File: src/rtl/multicycle_ctrl_pkg.sv
// Shared types for the RV32I multi-cycle controller.
// Contents: instruction_t (IR field layout), opcode_t, instruction class,
// FSM state, datapath select encodings, trap causes and the funct3 -> ALU
// operation mapping shared by OP and OP-IMM.
package multicycle_ctrl_pkg;

  typedef struct packed {
    logic [6:0] funct7;
    logic [4:0] rs2;
    logic [4:0] rs1;
    logic [2:0] funct3;
    logic [4:0] rd;
    logic [6:0] opcode;
  } instruction_t;

  typedef enum logic [6:0] {
    OPC_LUI    = 7'b0110111,
    OPC_AUIPC  = 7'b0010111,
    OPC_JAL    = 7'b1101111,
    OPC_JALR   = 7'b1100111,
    OPC_BRANCH = 7'b1100011,
    OPC_LOAD   = 7'b0000011,
    OPC_STORE  = 7'b0100011,
    OPC_IMM    = 7'b0010011,
    OPC_OP     = 7'b0110011
  } opcode_t;

  localparam logic [6:0] FUNCT7_ZERO = 7'b0000000;
  localparam logic [6:0] FUNCT7_ASUB = 7'b0100000;
  localparam logic [2:0] F3_ADD      = 3'd0;
  localparam logic [2:0] F3_SLL      = 3'd1;
  localparam logic [2:0] F3_SR       = 3'd5;
  localparam logic [1:0] SIZE_WORD   = 2'd2;

  typedef enum logic [3:0] {
    CLS_LUI, CLS_AUIPC, CLS_JAL, CLS_JALR, CLS_BRANCH,
    CLS_LOAD, CLS_STORE, CLS_IMM, CLS_OP
  } instr_class_t;

  typedef enum logic [2:0] {
    ST_FETCH  = 3'd0,
    ST_DECODE = 3'd1,
    ST_EXEC   = 3'd2,
    ST_MEM    = 3'd3,
    ST_WB     = 3'd4,
    ST_TRAP   = 3'd5
  } ctrl_state_t;

  typedef enum logic [3:0] {
    ALU_ADD   = 4'd0,
    ALU_SUB   = 4'd1,
    ALU_SLL   = 4'd2,
    ALU_SLT   = 4'd3,
    ALU_SLTU  = 4'd4,
    ALU_XOR   = 4'd5,
    ALU_SRL   = 4'd6,
    ALU_SRA   = 4'd7,
    ALU_OR    = 4'd8,
    ALU_AND   = 4'd9,
    ALU_PASSB = 4'd10
  } alu_op_t;

  typedef enum logic [1:0] {A_RS1 = 2'd0, A_PC = 2'd1, A_ZERO = 2'd2} alu_a_t;
  typedef enum logic [1:0] {B_RS2 = 2'd0, B_IMM = 2'd1, B_FOUR = 2'd2} alu_b_t;
  typedef enum logic [1:0] {WB_ALU = 2'd0, WB_MEM = 2'd1, WB_PC4 = 2'd2} wb_sel_t;
  typedef enum logic [1:0] {
    PC_PLUS4 = 2'd0, PC_BRANCH = 2'd1, PC_JAL = 2'd2, PC_JALR = 2'd3
  } pc_sel_t;
  typedef enum logic [1:0] {
    CAUSE_NONE = 2'd0, CAUSE_ILLEGAL = 2'd1, CAUSE_MISALIGNED = 2'd2, CAUSE_TIMEOUT = 2'd3
  } trap_cause_t;

  // alt selects the funct7[5] variant (SUB / SRA); callers only raise it
  // where that variant is legal.
  function automatic alu_op_t funct3_alu_op(input logic [2:0] f3, input logic alt);
    alu_op_t op;
    case (f3)
      3'd0:    op = alt ? ALU_SUB : ALU_ADD;
      3'd1:    op = ALU_SLL;
      3'd2:    op = ALU_SLT;
      3'd3:    op = ALU_SLTU;
      3'd4:    op = ALU_XOR;
      3'd5:    op = alt ? ALU_SRA : ALU_SRL;
      3'd6:    op = ALU_OR;
      default: op = ALU_AND;
    endcase
    return op;
  endfunction

endpackage

File: src/rtl/multicycle_ctrl_decode.sv
// ctrl_decode: combinational instruction decoder for the multi-cycle controller.
// Ports:
//   instr   in   instruction_t  IR contents
//   cls     out  instr_class_t  instruction class
//   illegal out  1              encoding is not a supported RV32I instruction
//   alu_op  out  alu_op_t       ALU operation for EXEC
//   alu_a   out  alu_a_t        ALU operand A select
//   alu_b   out  alu_b_t        ALU operand B select
module ctrl_decode
  import multicycle_ctrl_pkg::*;
(
  input  instruction_t instr,
  output instr_class_t cls,
  output logic         illegal,
  output alu_op_t      alu_op,
  output alu_a_t       alu_a,
  output alu_b_t       alu_b
);

  logic [2:0] f3;
  logic [6:0] f7;

  assign f3 = instr.funct3;
  assign f7 = instr.funct7;

  always_comb begin
    cls     = CLS_OP;
    illegal = 1'b0;
    alu_op  = ALU_ADD;
    alu_a   = A_RS1;
    alu_b   = B_IMM;
    case (instr.opcode)
      OPC_LUI: begin
        cls    = CLS_LUI;
        alu_a  = A_ZERO;
        alu_op = ALU_PASSB;
      end
      OPC_AUIPC: begin
        cls   = CLS_AUIPC;
        alu_a = A_PC;
      end
      OPC_JAL: begin
        cls   = CLS_JAL;
        alu_a = A_PC;
      end
      OPC_JALR: begin
        cls     = CLS_JALR;
        illegal = (f3 != 3'd0);
      end
      OPC_BRANCH: begin
        cls   = CLS_BRANCH;
        alu_b = B_RS2;
        // funct3[2:1] picks the compare family: EQ/NE, (reserved), LT/GE, LTU/GEU
        case (f3[2:1])
          2'b00:   alu_op = ALU_SUB;
          2'b10:   alu_op = ALU_SLT;
          2'b11:   alu_op = ALU_SLTU;
          default: illegal = 1'b1;
        endcase
      end
      OPC_LOAD: begin
        cls     = CLS_LOAD;
        illegal = (f3 == 3'd3) || (f3 == 3'd6) || (f3 == 3'd7);
      end
      OPC_STORE: begin
        cls     = CLS_STORE;
        illegal = (f3 > 3'd2);
      end
      OPC_IMM: begin
        cls = CLS_IMM;
        // funct7 is immediate data except for the shift forms
        alu_op = funct3_alu_op(f3, (f3 == F3_SR) && f7[5]);
        if (f3 == F3_SLL) begin
          illegal = (f7 != FUNCT7_ZERO);
        end else if (f3 == F3_SR) begin
          illegal = (f7 != FUNCT7_ZERO) && (f7 != FUNCT7_ASUB);
        end
      end
      OPC_OP: begin
        cls    = CLS_OP;
        alu_b  = B_RS2;
        alu_op = funct3_alu_op(f3, f7 == FUNCT7_ASUB);
        if ((f7 != FUNCT7_ZERO) && (f7 != FUNCT7_ASUB)) begin
          illegal = 1'b1;
        end else if ((f7 == FUNCT7_ASUB) && (f3 != F3_ADD) && (f3 != F3_SR)) begin
          illegal = 1'b1;
        end
      end
      default: illegal = 1'b1;
    endcase
  end

endmodule

File: src/rtl/multicycle_ctrl.sv
// multicycle_ctrl: multi-cycle control FSM for the RV32I core.
// Sequences FETCH -> DECODE -> EXEC -> (MEM) -> (WB), drives datapath selects,
// the memory handshake, PC update and register write-enable, traps on
// illegal encodings / misaligned accesses / memory timeout, counts retirements.
// Ports:
//   clk, rst_n (synchronous, active-low)
//   instr, mem_ready, br_taken, addr_lo            inputs from datapath/memory
//   mem_req, mem_we, mem_size, mem_unsigned,
//   mem_addr_sel, ir_write                         memory interface controls
//   alu_a_sel, alu_b_sel, alu_op, reg_write,
//   wb_sel, pc_write, pc_sel                       datapath controls
//   trap, trap_cause, instret, state               status
module multicycle_ctrl
  import multicycle_ctrl_pkg::*;
#(
  parameter int MEM_TIMEOUT = 255,
  parameter int INSTRET_W   = 32
) (
  input  logic                 clk,
  input  logic                 rst_n,
  input  instruction_t         instr,
  input  logic                 mem_ready,
  input  logic                 br_taken,
  input  logic [1:0]           addr_lo,
  output logic                 mem_req,
  output logic                 mem_we,
  output logic [1:0]           mem_size,
  output logic                 mem_unsigned,
  output logic                 mem_addr_sel,
  output logic                 ir_write,
  output logic [1:0]           alu_a_sel,
  output logic [1:0]           alu_b_sel,
  output logic [3:0]           alu_op,
  output logic                 reg_write,
  output logic [1:0]           wb_sel,
  output logic                 pc_write,
  output logic [1:0]           pc_sel,
  output logic                 trap,
  output logic [1:0]           trap_cause,
  output logic [INSTRET_W-1:0] instret,
  output logic [2:0]           state
);

  localparam int              WAIT_W     = $clog2(MEM_TIMEOUT + 1);
  localparam logic [WAIT_W:0] WAIT_LIMIT = (WAIT_W + 1)'(MEM_TIMEOUT);

  ctrl_state_t          state_reg, state_next;
  logic [WAIT_W-1:0]    wait_reg, wait_next;
  logic [WAIT_W:0]      wait_inc;
  logic                 wait_expired;
  logic                 trap_reg, trap_next;
  trap_cause_t          cause_reg, cause_next;
  logic [INSTRET_W-1:0] instret_reg, instret_next;

  instr_class_t cls;
  logic         illegal;
  alu_op_t      dec_alu_op;
  alu_a_t       dec_alu_a;
  alu_b_t       dec_alu_b;
  logic         misaligned;

  // Ungated control values; the outputs are forced low while in reset.
  logic       req_c, we_c, uns_c, addr_sel_c, ir_write_c, reg_write_c, pc_write_c;
  logic [1:0] size_c, alu_a_c, alu_b_c, wb_sel_c, pc_sel_c;
  logic [3:0] alu_op_c;

  // Register indices are consumed by the datapath, not by the controller.
  logic unused_fields;
  assign unused_fields = &{1'b0, instr.rs1, instr.rs2};

  ctrl_decode u_decode (
    .instr   (instr),
    .cls     (cls),
    .illegal (illegal),
    .alu_op  (dec_alu_op),
    .alu_a   (dec_alu_a),
    .alu_b   (dec_alu_b)
  );

  // One extra bit so the compare against MEM_TIMEOUT never wraps.
  assign wait_inc     = {1'b0, wait_reg} + (WAIT_W + 1)'(1);
  assign wait_expired = (wait_inc == WAIT_LIMIT);

  assign misaligned = ((instr.funct3[1:0] == 2'd1) && addr_lo[0]) ||
                      ((instr.funct3[1:0] == 2'd2) && (addr_lo != 2'd0));

  always_ff @(posedge clk) begin
    if (!rst_n) begin
      state_reg   <= ST_FETCH;
      wait_reg    <= '0;
      trap_reg    <= 1'b0;
      cause_reg   <= CAUSE_NONE;
      instret_reg <= '0;
    end else begin
      state_reg   <= state_next;
      wait_reg    <= wait_next;
      trap_reg    <= trap_next;
      cause_reg   <= cause_next;
      instret_reg <= instret_next;
    end
  end

  always_comb begin
    state_next   = state_reg;
    wait_next    = wait_reg;
    trap_next    = trap_reg;
    cause_next   = cause_reg;
    instret_next = instret_reg;
    req_c        = 1'b0;
    we_c         = 1'b0;
    size_c       = 2'd0;
    uns_c        = 1'b0;
    addr_sel_c   = 1'b0;
    ir_write_c   = 1'b0;
    alu_a_c      = 2'd0;
    alu_b_c      = 2'd0;
    alu_op_c     = 4'd0;
    reg_write_c  = 1'b0;
    wb_sel_c     = 2'd0;
    pc_write_c   = 1'b0;
    pc_sel_c     = 2'd0;

    // ALU selects stay valid through MEM and WB so the address and
    // writeback value do not depend on an ALU output register.
    if ((state_reg == ST_EXEC) || (state_reg == ST_MEM) || (state_reg == ST_WB)) begin
      alu_a_c  = dec_alu_a;
      alu_b_c  = dec_alu_b;
      alu_op_c = dec_alu_op;
    end

    case (state_reg)
      ST_FETCH: begin
        req_c  = 1'b1;
        size_c = SIZE_WORD;
        if (mem_ready) begin
          ir_write_c = 1'b1;
          state_next = ST_DECODE;
        end else if (wait_expired) begin
          state_next = ST_TRAP;
          trap_next  = 1'b1;
          cause_next = CAUSE_TIMEOUT;
        end else begin
          wait_next = wait_inc[WAIT_W-1:0];
        end
      end

      ST_DECODE: begin
        if (illegal) begin
          state_next = ST_TRAP;
          trap_next  = 1'b1;
          cause_next = CAUSE_ILLEGAL;
        end else begin
          state_next = ST_EXEC;
        end
      end

      ST_EXEC: begin
        case (cls)
          CLS_BRANCH: begin
            pc_write_c   = 1'b1;
            pc_sel_c     = br_taken ? PC_BRANCH : PC_PLUS4;
            instret_next = instret_reg + INSTRET_W'(1);
            wait_next    = '0;
            state_next   = ST_FETCH;
          end
          CLS_LOAD, CLS_STORE: begin
            if (misaligned) begin
              state_next = ST_TRAP;
              trap_next  = 1'b1;
              cause_next = CAUSE_MISALIGNED;
            end else begin
              wait_next  = '0;
              state_next = ST_MEM;
            end
          end
          default: state_next = ST_WB;
        endcase
      end

      ST_MEM: begin
        req_c      = 1'b1;
        addr_sel_c = 1'b1;
        we_c       = (cls == CLS_STORE);
        size_c     = instr.funct3[1:0];
        uns_c      = (cls == CLS_LOAD) && instr.funct3[2];
        if (mem_ready) begin
          if (cls == CLS_STORE) begin
            pc_write_c   = 1'b1;
            pc_sel_c     = PC_PLUS4;
            instret_next = instret_reg + INSTRET_W'(1);
            wait_next    = '0;
            state_next   = ST_FETCH;
          end else begin
            state_next = ST_WB;
          end
        end else if (wait_expired) begin
          state_next = ST_TRAP;
          trap_next  = 1'b1;
          cause_next = CAUSE_TIMEOUT;
        end else begin
          wait_next = wait_inc[WAIT_W-1:0];
        end
      end

      ST_WB: begin
        reg_write_c = (instr.rd != 5'd0);
        case (cls)
          CLS_LOAD:          wb_sel_c = WB_MEM;
          CLS_JAL, CLS_JALR: wb_sel_c = WB_PC4;
          default:           wb_sel_c = WB_ALU;
        endcase
        pc_write_c = 1'b1;
        case (cls)
          CLS_JAL:  pc_sel_c = PC_JAL;
          CLS_JALR: pc_sel_c = PC_JALR;
          default:  pc_sel_c = PC_PLUS4;
        endcase
        instret_next = instret_reg + INSTRET_W'(1);
        wait_next    = '0;
        state_next   = ST_FETCH;
      end

      ST_TRAP: begin
        state_next = ST_TRAP;
      end

      default: begin
        wait_next  = '0;
        state_next = ST_FETCH;
      end
    endcase
  end

  assign mem_req      = rst_n & req_c;
  assign mem_we       = rst_n & we_c;
  assign mem_size     = rst_n ? size_c : 2'd0;
  assign mem_unsigned = rst_n & uns_c;
  assign mem_addr_sel = rst_n & addr_sel_c;
  assign ir_write     = rst_n & ir_write_c;
  assign alu_a_sel    = rst_n ? alu_a_c : 2'd0;
  assign alu_b_sel    = rst_n ? alu_b_c : 2'd0;
  assign alu_op       = rst_n ? alu_op_c : 4'd0;
  assign reg_write    = rst_n & reg_write_c;
  assign wb_sel       = rst_n ? wb_sel_c : 2'd0;
  assign pc_write     = rst_n & pc_write_c;
  assign pc_sel       = rst_n ? pc_sel_c : 2'd0;
  assign trap         = rst_n & trap_reg;
  assign trap_cause   = rst_n ? cause_reg : 2'd0;
  assign instret      = instret_reg;
  assign state        = state_reg;

endmodule
File: config.mk
export PLATFORM = sky130hd
export DESIGN_NAME = multicycle_ctrl
export DESIGN_NICKNAME = d
export VERILOG_FILES = /design/src/rtl/multicycle_ctrl_pkg.sv /design/src/rtl/multicycle_ctrl_decode.sv /design/src/rtl/multicycle_ctrl.sv
export SDC_FILE = /design/constraint.sdc
export NUM_CORES = 1
export LEC_CHECK = 0
export ABC_CLOCK_PERIOD_IN_PS = 3870
export BUFFER_PORTS_ARGS = -buffer_cell sky130_fd_sc_hd__buf_2
export CAP_MARGIN = 25
export CORE_MARGIN = 3
export CORE_UTILIZATION = 55
export CTS_CLUSTER_DIAMETER = 200
export DETAILED_ROUTE_END_ITERATION = 10
export PLACE_DENSITY = 0.85
export REMOVE_ABC_BUFFERS = 1
export SLEW_MARGIN = 10
export SYNTH_ARGS = -nofsm -noshare
export SYNTH_HDL_FRONTEND = slang
export SYNTH_SLANG_ARGS = --single-unit
File: constraint.sdc
create_clock -name clk -period 3.87 [get_ports clk]
set_input_delay 0.387 -clock clk [delete_from_list [all_inputs] [get_ports clk]]
set_output_delay 0.387 -clock clk [all_outputs]
set_load 0.01 [all_outputs]
After elaboration in Yosys (flattened, before gate mapping)
Index checks and enable logic that the tools add are counted.

Register bits: 46. Input port bits: 38. Output and inout bits: 59. Word-level logic and storage cells: 171.

$add $sub $neg: 2. Order comparisons: 1. Eq/ne operators: 46. Muxes and demuxes: 76. Bitwise operators: 9. Reduce and logical (&&, ||, !) cells: 32.

Operators by type and width (number): $mux W32 (3); $pmux W32 S3 (1); $pmux W4 S7 (2); $mux W8 (5); $add A32 B1 Y32 const B (1); $pmux W4 S8 (1); $pmux W8 S4 (1); $eq A7 B6 Y1 const B (4); $mux W2 (14); $mux W1 (27); $eq A7 B7 Y1 const B (3); $pmux W2 S2 (5); $eq A3 B3 Y1 const B (6); $mux W3 (6); $pmux W4 S4 (1); $pmux W8 S2 (1); $pmux W3 S5 (1); $eq A7 B5 Y1 const B (2); $eq A3 B2 Y1 const B (4); $eq A4 B3 Y1 const B (3); $reduce_or A2 Y1 (6); $ne A2 B2 Y1 const B (5); $add A8 B1 Y9 const B (1); $eq A9 B8 Y1 const B (1); other kinds (31) (62).

Logic depth before layout (Yosys ltp)
Gate-level depths: netlist (run 1).

Word-level depth: 8. Mapped depth: 9. Mapped depth without buffers: 7.

By module
A second synthesis (run 1) with hierarchy kept.

Cell total of the unflattened synthesis: 428. Area, all modules: 3286.9 sq um.

Modules (own cells, without submodules): multicycle_ctrl (times used 1, cells an instance 346, area an instance 2735.1 sq um, sequential area each 920.9 sq um); ctrl_decode (times used 1, cells an instance 82, area an instance 551.8 sq um, sequential area each 0.0 sq um).

Worst setup path after synthesis (run 1)
OpenSTA, ideal clock, no wires.

Kind: input to register. From: input port instr[28] in the netlist's numbering. To: register cause_reg[0]. Setup time: 116 ps. Data arrival time: 1946 ps. Required time: 3754 ps. Slack: 1808 ps. Stages: 6. Path buffers: 0. Path through: or4_4 -> nor3_4 -> a2111oi_0 -> or3_4 -> o31a_1 -> o211a_1.

Longest elaborated chain between the ends: 8. Elaborated cells between the ends (all ways): 13. Those cells by class: eq/ne (3); mux (5); reduce/logical (5).

Ends and longest elaborated chain: start: declaration (line multicycle_ctrl.sv:21) `input instruction_t instr,`; $eq A7 B6 Y1 (line multicycle_ctrl_decode.sv:85) `end else if ((f7 == FUNCT7_ASUB) && (f3 != F3_ADD) && (f3 != F3_SR)) begin`; $logic_and A1 B1 Y1 (2 in series) (line multicycle_ctrl_decode.sv:85); $mux W1 (line multicycle_ctrl_decode.sv:85); $mux W1 (line multicycle_ctrl_decode.sv:83) `if ((f7 != FUNCT7_ZERO) && (f7 != FUNCT7_ASUB)) begin`; $pmux W1 S7 (*) (line multicycle_ctrl_decode.sv:32) `case (instr.opcode)`; $ne A2 B2 Y1 (no line) (*); $reduce_and A6 Y1 (no line) (*); end signal: assignment (line multicycle_ctrl.sv:98) `cause_reg <= cause_next;`; end: declaration (line multicycle_ctrl.sv:52) `trap_cause_t cause_reg, cause_next;`.

Every way passes the cells marked *; elsewhere a longest branch is shown, timed or not. A chain may end at the register's enable or synchronous reset.

Worst setup path in the final report (run 1)
From: register state_reg[1], in the netlist state[1]. To: register instret_reg[31], in the netlist instret[31].

Longest elaborated chain between the ends: 3. Elaborated cells between the ends (all ways): 9. Those cells by class: eq/ne (6); mux (1); reduce/logical (2).

Ends and longest elaborated chain: start: declaration (line multicycle_ctrl.sv:47) `ctrl_state_t state_reg, state_next;`; start signal: assignment (line multicycle_ctrl.sv:95) `state_reg <= state_next;`; $eq A3 B2 Y1 / $eq A3 B3 Y1 (equally long branches) (line multicycle_ctrl.sv:131) `case (state_reg)`; $ne A2 B1 Y1 (no line) (tied with other cells); $reduce_and A4 Y1 (no line); end signal: assignment (line multicycle_ctrl.sv:99) `instret_reg <= instret_next;`; end: declaration (line multicycle_ctrl.sv:53) `logic [INSTRET_W-1:0] instret_reg, instret_next;`.

Parallel ways exist; a longest one is shown, timed or not.

==> results_dict.tcl, run 1 <==
set metrics [dict create \
    drtIter0Drc 216 \
    postCtsHoldBufs 0 \
    synth.avg_cell_area_um2 7.71 \
    drive_gt1_frac 0.233 \
    p_total_w 0.00102 \
    synth_seq_cells 46 \
    tightest_slew_ns 0.722 \
    power_density_nw_per_um2 286 \
    dieHeight_um 80.1 \
    place.gp.congestion 0.884 \
    synth.top_cells.by_area "dfxtp_1 (30%), nor2_1 (7.1%), xor2_1 (6.1%)" \
    initial_core_util 0.580 \
    grt_usage 0.243 \
    overflow 0 \
    post-synth-top-count-cell "nor2_1" \
    grt_setup_unrepaired "no" \
    r2r-start "state[1]$_SDFF_PN0_" \
    finalNetCount 504 \
    portBuffers 85 \
    ys_warn_count 0 \
    cts_setup_buffers 0 \
    crit_path_start "state[1]$_SDFF_PN0_" \
    setup_tns_ns 0 \
    dp_slack_ns 1.20 \
    die_w_um 80.1 \
    wire_per_inst_um 14.4 \
    clockBufferDepth 2 \
    wl_um 7670 \
    status "completed" \
    ant_nets 0 \
    drv_cap 0 \
    dr.pass1.iters 4 \
    ios 97 \
    antenna_found_initial 0 \
    dp.cells 526 \
    rows 26 \
    path_clk_slew_ns 0.09 \
    syn_area_um2 3020 \
    synth_edf_count 0 \
    grt_max_degree 40 \
    cp_max_fo 11 \
    antennaDiodeCount 0 \
    skew_ns 0.0102 \
    crit_path_end "instret[31]$_SDFFE_PN0P_" \
    largest_reg_flops 32 \
    critPathArrivalTime_ns 3.00 \
    cts_max_level 2 \
    dieArea_um2 6420 \
    worst_setup_path_start_kind "flip-flop" \
    worstPathCellList "nor2b_1, o2111ai_2, a21oi_2, nand3_1, or4_1, a21oi_1" \
    clock_latency_ns 0.30 \
    grt_pass1_vias 2854 \
    yosysUniqueCellTypes 67 \
    hpwl_um 5690 \
    grt_pass1_wl_um 12800 \
    core_area_um2 5200 \
    cp_slowest_stage_delay_ns 0.53 \
    r2r_cells 6 \
    fin_crit_sh 0.714 \
    hold_class "input port to flip-flop" \
    clock.fmax_mhz 362 \
    setup_viol 0 \
    synth_async_sr_flop_share 0 \
    required_ns 4.11 \
    via_per_inst 5.82 \
    root_buffer "clkbuf_8" \
    p_leak_nw 1.47 \
    period_needed_ns 2.76 \
    cts_resized 0 \
    synth_top_area_frac 0.305 \
    setup_slack_ns 1.11 \
    slowest_stage "nor2b_1" \
    synthTopCellsByCount "nor2_1 (57), dfxtp_1 (46), nand2_1 (29), nand3_1 (24), xor2_1 (21)" \
    reg2reg_to "instret[31]$_SDFFE_PN0P_" \
    crit_path_end_kind "flip-flop" \
    peakVddDrop_uv 179 \
    area_delta_synth_final_pct 17.6 \
    final-instance-count-excl-fill 534 \
    cts.sinks 46 \
    path_class "flip-flop to flip-flop" \
    slew_viol_final 0 \
    finalHoldViolCount 0 \
    yosysSeqAreaShare 0.305 \
    drc_errors 0 \
    rrSetupSlack_ns 1.11 \
    numCtsBuffers 5 \
    synth_top_area_cell "dfxtp_1" \
    vias 3108 \
    slew_headroom 0.515 \
    synth_cells 392 \
    ys.flop_type "dfxtp_1" \
    cts_tree "yes" \
]
## per-stage QoR
stage | area [um^2] | utilization | hold WS [ns]
2_1_floorplan | 2910 | - | 0.455
3_5_place_dp | 3440 | 0.661 | 0.482
3_3_place_gp | 3440 | 0.661 | 0.463
5_1_grt | 3550 | 0.682 | 0.479
6_report | 3550 | 0.682 | 0.465
4_1_cts | 3550 | 0.682 | 0.463
## metal layers
metal,up-vias,track usage,wire (um)
met5,-,0,0
met4,0,0.0676,74
met3,9,0.0370,539
met2,117,0.422,3730
met1,1442,0.312,3330
li1,1540,-,-
## logic make-up (layout without fill, tap and decap cells)
group	Yosys count	after routing	share of synthesized area
simple gates	197	197	0.357
compound gates	81	81	0.186
flops	46	46	0.305
buf+inv	33	105	0.0485
xor+xnor	30	30	0.0870
fa+ha+maj	3	3	0.0124
other cells	1	1	0.00124
mux	1	1	0.00331
## worst max-delay path: cells and delay by family, from the launching register on
family / cells / cell delay (ns)
DFF: 1 / 0.52
AOI/OAI and AO/OA: 3 / 0.97
and+or+nand+nor: 3 / 1.19
## where the power goes
group,internal [W],switching (W)
Combinational,0.0000581,0.0000934
Clock,0.000194,0.000170
Sequential,0.000482,0.0000175
## cell usage in the layout, fill, tap and decap left out, types with 7 or more instances in the layout
master / instances
and2_1: 7
a21oi_1: 17
nand2_1: 29
and3_1: 8
buf_2: 85
o21ai_0: 10
xor2_1: 21
inv_1: 10
nand3_1: 24
xnor2_1: 9
nor2_1: 57
nor3_1: 14
dfxtp_1: 46
nand4_1: 7
nor2b_1: 11
o21a_1: 9
## final cells by class
cell class | instances | area [um^2]
inverter | 10 | 37.5
timing repair buffer | 87 | 440
clock inverter | 3 | 43.8
sequential | 46 | 921
tap | 70 | 87.6
multi-input combinational | 313 | 1950
fill | 459 | 1650
clock buffer | 5 | 68.8
## worst min-delay path by stage
| stage | from | slack (ns) | depth (start not counted) | endpoint |
|---|---|---|---|---|
| floorplan | trap_reg$_SDFFE_PN0P_ | 0.46 | 1 | trap_reg$_SDFFE_PN0P_ |
| global placement | instret[31]$_SDFFE_PN0P_ | 0.46 | 2 | instret[31]$_SDFFE_PN0P_ |
| detailed placement | instret[31]$_SDFFE_PN0P_ | 0.48 | 2 | instret[31]$_SDFFE_PN0P_ |
| CTS | rst_n | 0.46 | 2 | wait_reg[3]$_SDFFE_PN0P_ |
| global route | rst_n | 0.48 | 2 | wait_reg[4]$_SDFFE_PN0P_ |
| finish | rst_n | 0.46 | 2 | wait_reg[3]$_SDFFE_PN0P_ |
Note: power is estimated with default switching activity, not from simulation.
==> run 2, diff against run 1 <==
ABC_CLOCK_PERIOD_IN_PS = 2400   (was 3870)
CORE_UTILIZATION = 46   (was 55)
PLACE_DENSITY = 0.76   (was 0.85)
clock period = 2.4 ns   (was 3.87 ns; I/O delays follow)
==> results_dict.tcl, run 2 (synthesis gave the netlist of run 1 again) <==
set metrics [dict create \
    cts_tree "yes" \
    die_w_um 87.0 \
    slowest_stage "or4_1" \
    drv_cap 0 \
    rows 28 \
    peakVddDrop_uv 368 \
    final_common_cell "buf_2" \
    core_area_um2 6130 \
    seq_area_um2 921 \
    skew_ns 0.0137 \
    dr.pass1.iters 4 \
    portBuffers 85 \
    fin_crit_sh 0.894 \
    cp_slowest_stage_delay_ns 0.51 \
    grt_pass1_wl_um 13000 \
    path_class "flip-flop to flip-flop" \
    clock_latency_ns 0.30 \
    hold_slack_ns 0.308 \
    r2r_cells 7 \
    place.gp.congestion 0.856 \
    hold_depth 2 \
    via_per_inst 5.65 \
    dieArea_um2 7570 \
    status "completed" \
    grt_setup_unrepaired "no" \
    postCtsHoldBufs 0 \
    grt_usage 0.208 \
    antenna_found_initial 0 \
    wl_um 7740 \
    cts.sinks 46 \
    ant_nets 0 \
    numCtsBuffers 5 \
    area_delta_synth_final_pct 19.3 \
    final_cell_mix "buf_2 (85), nor2_1 (56), dfxtp_1 (46)" \
    initial_core_util 0.493 \
    vias 3095 \
    worst_setup_path_start_kind "flip-flop" \
    setup_tns_ns 0 \
    largest_reg_flops 32 \
    worstPathCellList "ha_1, a21oi_1, o211ai_1, o21a_1, o21ai_1, or4_1, a21oi_1" \
    cts_resized 0 \
    overflow 0 \
    dieHeight_um 87.0 \
    period_needed_ns 2.15 \
    hold_class "input port to flip-flop" \
    clockBufferDepth 2 \
    grt_max_degree 40 \
    r2r-start "wait_reg[1]$_SDFFE_PN0P_" \
    grt_pass1_vias 2857 \
    drc_errors 0 \
    wire_per_inst_um 14.1 \
    crit_path_end_kind "flip-flop" \
    cp_max_fo 8 \
    root_buffer "clkbuf_8" \
    fillerInstances 592 \
    p_leak_nw 1.51 \
    reg2reg_to "wait_reg[6]$_SDFFE_PN0P_" \
    path_clk_slew_ns 0.09 \
    slew_headroom 0.585 \
    required_ns 2.64 \
    finalHoldViolCount 0 \
    drtIter0Drc 158 \
    hpwl_um 5800 \
    ios 97 \
    cts_setup_buffers 0 \
    clock.fmax_mhz 466 \
    slew_viol_final 0 \
    finalNetCount 513 \
    tightest_slew_ns 0.619 \
    cp_common_cell "a21oi_1" \
    cts_max_level 2 \
    critPathArrivalTime_ns 2.38 \
    setup_viol 0 \
    multi_input_area_um2 1960 \
    drive_gt1_frac 0.247 \
    rrSetupSlack_ns 0.25 \
    power_density_nw_per_um2 426 \
    hold_path_end "wait_reg[3]$_SDFFE_PN0P_" \
    min_from "rst_n" \
    antennaDiodeCount 0 \
]
==> run 2: cell types whose count changed in the layout (fill, tap and decap cells not counted), sizes merged <==
| cell | before | now |
|---|---|---|
| buf | 87 | 96 |
| bufinv | 1 | 0 |
| clkbuf | 5 | 6 |
| clkinv | 1 | 2 |
| inv | 11 | 10 |
==> run 2: area by class of cell <==
class	count	area share
clock buffer	6	0.0201
clock inverter	2	0.00382
inverter	10	0.0104
multi-input combinational	313	0.543
sequential	46	0.256
tap	75	0.0261
timing repair buffer	96	0.141
==> run 2: through the flow <==
stage	worst slack [ns]	total power [W]	utilization	std cells	cell area (um^2)
after floorplan	0.144	0.000963	-	369	2910
after global placement	0.313	0.00107	0.573	540	3510
after detailed placement	0.280	0.00107	0.573	540	3510
after CTS	0.152	0.00155	0.587	548	3600
after global routing	0.111	0.00161	0.588	548	3600
final	0.254	0.00153	0.588	548	3600
==> run 2: power by group <==
| group | internal, W | switching, W | total (W) |
|---|---|---|---|
| Combinational | 0.000100 | 0.000161 | 0.000261 |
| Sequential | 0.000778 | 0.0000220 | 0.000800 |
| Clock | 0.000206 | 0.000267 | 0.000473 |
==> run 2: how the worst max path moves through the flow <==
stage	end	start	cells past startpoint	slack, ns
floorplan	instret[30]$_SDFFE_PN0P_	state[1]$_SDFF_PN0_	6	0.14
global placement	cause_reg[0]$_SDFFE_PN0P_	instr[28]	7	0.31
detailed placement	cause_reg[0]$_SDFFE_PN0P_	instr[28]	7	0.28
CTS	alu_b_sel[0]	state[0]$_SDFF_PN0_	7	0.15
global route	wait_reg[6]$_SDFFE_PN0P_	wait_reg[1]$_SDFFE_PN0P_	7	0.11
finish	wait_reg[6]$_SDFFE_PN0P_	wait_reg[1]$_SDFFE_PN0P_	7	0.25
==> run 2: critical path, delay by kind of cell (launching register included) <==
| family | cells | cell delay (ns) |
|---|---|---|
| adder cells (fa/ha/maj) | 1 | 0.33 |
| AO/OA/AOI/OAI | 5 | 0.78 |
| flip-flops | 1 | 0.47 |
| AND/OR/NAND/NOR | 1 | 0.51 |
==> run 2: per-layer routing <==
layer  vias to the layer above  track usage  share of wire
met5                         -            0              0
met4                         0       0.0609          0.013
met3                         9       0.0360          0.047
met2                        90        0.345           0.49
met1                      1442        0.275           0.45
li1                       1554            -              -
==> run 3, diff against run 2 <==
--- a/config.mk
+++ b/config.mk
@@ -9,5 +9,4 @@
 export BUFFER_PORTS_ARGS = -buffer_cell sky130_fd_sc_hd__buf_2
 export CAP_MARGIN = 25
-export CORE_MARGIN = 3
 export CORE_UTILIZATION = 46
 export CTS_CLUSTER_DIAMETER = 200
==> constraint.sdc (replaced) <==
create_clock -name clk -period 2.4 [get_ports clk]
set_input_delay 0.24 -clock clk [delete_from_list [all_inputs] [get_ports clk]]
set_output_delay 0.24 -clock clk [all_outputs]
set_load 0.02 [all_outputs]
==> results_dict.tcl, run 3 (synthesis gave the netlist of run 1 again) <==
set metrics [dict create \
    final_common_cell "buf_2" \
    hold_slack_ns 0.300 \
    slew_viol_final 0 \
    status "completed" \
    seq_area_um2 922 \
    finalHoldViolCount 0 \
    hpwl_um 5580 \
    power_density_nw_per_um2 432 \
    dieHeight_um 83.0 \
    drv_cap 0 \
    cp_max_fo 11 \
    root_buffer "clkbuf_8" \
    finalNetCount 512 \
    worst_setup_path_start_kind "flip-flop" \
    ant_nets 0 \
    antenna_found_initial 0 \
    antennaDiodeCount 0 \
    die_w_um 83.0 \
    reg2reg_to "wait_reg[6]$_SDFFE_PN0P_" \
    slew_headroom 0.628 \
    grt_max_degree 40 \
    p_total_w 0.00156 \
    dr.pass1.iters 4 \
    cts_setup_buffers 0 \
    vias 3052 \
    dieArea_um2 6890 \
    largest_reg_flops 32 \
    cts_max_level 2 \
    grt_setup_unrepaired "no" \
    cts.sinks 46 \
    area_delta_synth_final_pct 19.3 \
    path_clk_slew_ns 0.08 \
    hold_path_end "wait_reg[5]$_SDFFE_PN0P_" \
    grt_pass1_vias 2705 \
    r2r-start "wait_reg[1]$_SDFFE_PN0P_" \
    hold_depth 2 \
    crit_path_end_kind "primary output" \
    period_needed_ns 2.19 \
    drc_errors 0 \
    setup_tns_ns 0 \
    multi_input_area_um2 1960 \
    fin_crit_sh 0.913 \
    clockBufferDepth 2 \
    r2r_cells 7 \
    drtIter0Drc 132 \
    grt_usage 0.212 \
    peakVddDrop_uv 411 \
    overflow 0 \
    clock.fmax_mhz 457 \
    path_class "flip-flop to primary output" \
    via_per_inst 5.56 \
    initial_core_util 0.476 \
    hold_class "input port to flip-flop" \
    rrSetupSlack_ns 0.23 \
    cts_tree "yes" \
    skew_ns 0.00592 \
    place.gp.congestion 0.920 \
    min_from "rst_n" \
    dpl-instance-area_um2 3510 \
    ios 97 \
    portBuffers 85 \
    final_cell_mix "buf_2 (85), nor2_1 (56), dfxtp_1 (45)" \
    critPathArrivalTime_ns 1.95 \
    p_leak_nw 1.50 \
    core_area_um2 6350 \
    rows 29 \
    clock_latency_ns 0.30 \
    final_util 0.567 \
    numCtsBuffers 5 \
    final_area_um2 3600 \
    wl_um 7480 \
    wire_per_inst_um 13.6 \
    grt_pass1_wl_um 12300 \
    required_ns 2.16 \
    drive_gt1_frac 0.248 \
    tightest_slew_ns 0.556 \
    fillerInstances 588 \
    setup_viol 0 \
]
run 3: cell count changes in the layout (fill, tap and decap cells not counted), sizes merged:
cell    previous run  this run
clkbuf             6         7
buf               96        95
clkinv             2         1
run 3: area by class of cell:
cell class	instances	share of cell area
multi-input combinational	313	0.543
clock inverter	1	0.00139
timing repair buffer	95	0.139
sequential	46	0.256
inverter	10	0.0104
tap	77	0.0267
clock buffer	7	0.0240
run 3: worst max path at each step:
stage                                  start                  endpoint  slack [ns]  cells after the start
global placement         state[1]$_SDFF_PN0_  wait_reg[6]$_SDFFE_PN0P_        0.31                      6
finish                   state[0]$_SDFF_PN0_              alu_b_sel[0]        0.21                      7
floorplan                state[1]$_SDFF_PN0_  instret[30]$_SDFFE_PN0P_        0.07                      6
detailed placement       state[1]$_SDFF_PN0_  wait_reg[6]$_SDFFE_PN0P_        0.26                      6
CTS                      state[0]$_SDFF_PN0_              alu_b_sel[0]        0.07                      7
global route        wait_reg[0]$_SDFFE_PN0P_  wait_reg[6]$_SDFFE_PN0P_        0.05                      7
run 3: stage by stage:
step	worst slack (ns)	std cells
global placement	0.311	541
global route	0.0525	549
finish	0.210	549
floorplan	0.0719	369
detailed placement	0.255	541
CTS	0.0736	549
run 3: layer usage:
layer,global-route usage,vias to the layer above,part of all wire
met1,0.272,1409,0.47
met5,0,-,0
li1,-,1558,-
met2,0.363,80,0.48
met4,0.0658,0,0.0075
met3,0.0368,5,0.047
run 3: what timing repair did:
item                       CTS  global route
resized for setup            0             2
hold buffers                 0             0
setup endpoints to repair    0             1
run 3: power breakdown:
| part | internal (W) | switching [W] | total, W |
|---|---|---|---|
| Clock | 0.000232 | 0.000255 | 0.000487 |
| Combinational | 0.0000981 | 0.000167 | 0.000265 |
| Sequential | 0.000778 | 0.0000256 | 0.000803 |
run 3: critical path, cell delays in order (launching register included):
cell and delay, ns:
dfxtp_1 0.42, buf_4 0.21, nor2_2 0.19, and2_1 0.18, o21ai_1 0.06, buf_4 0.18, nor3b_1 0.20, buf_2 0.20
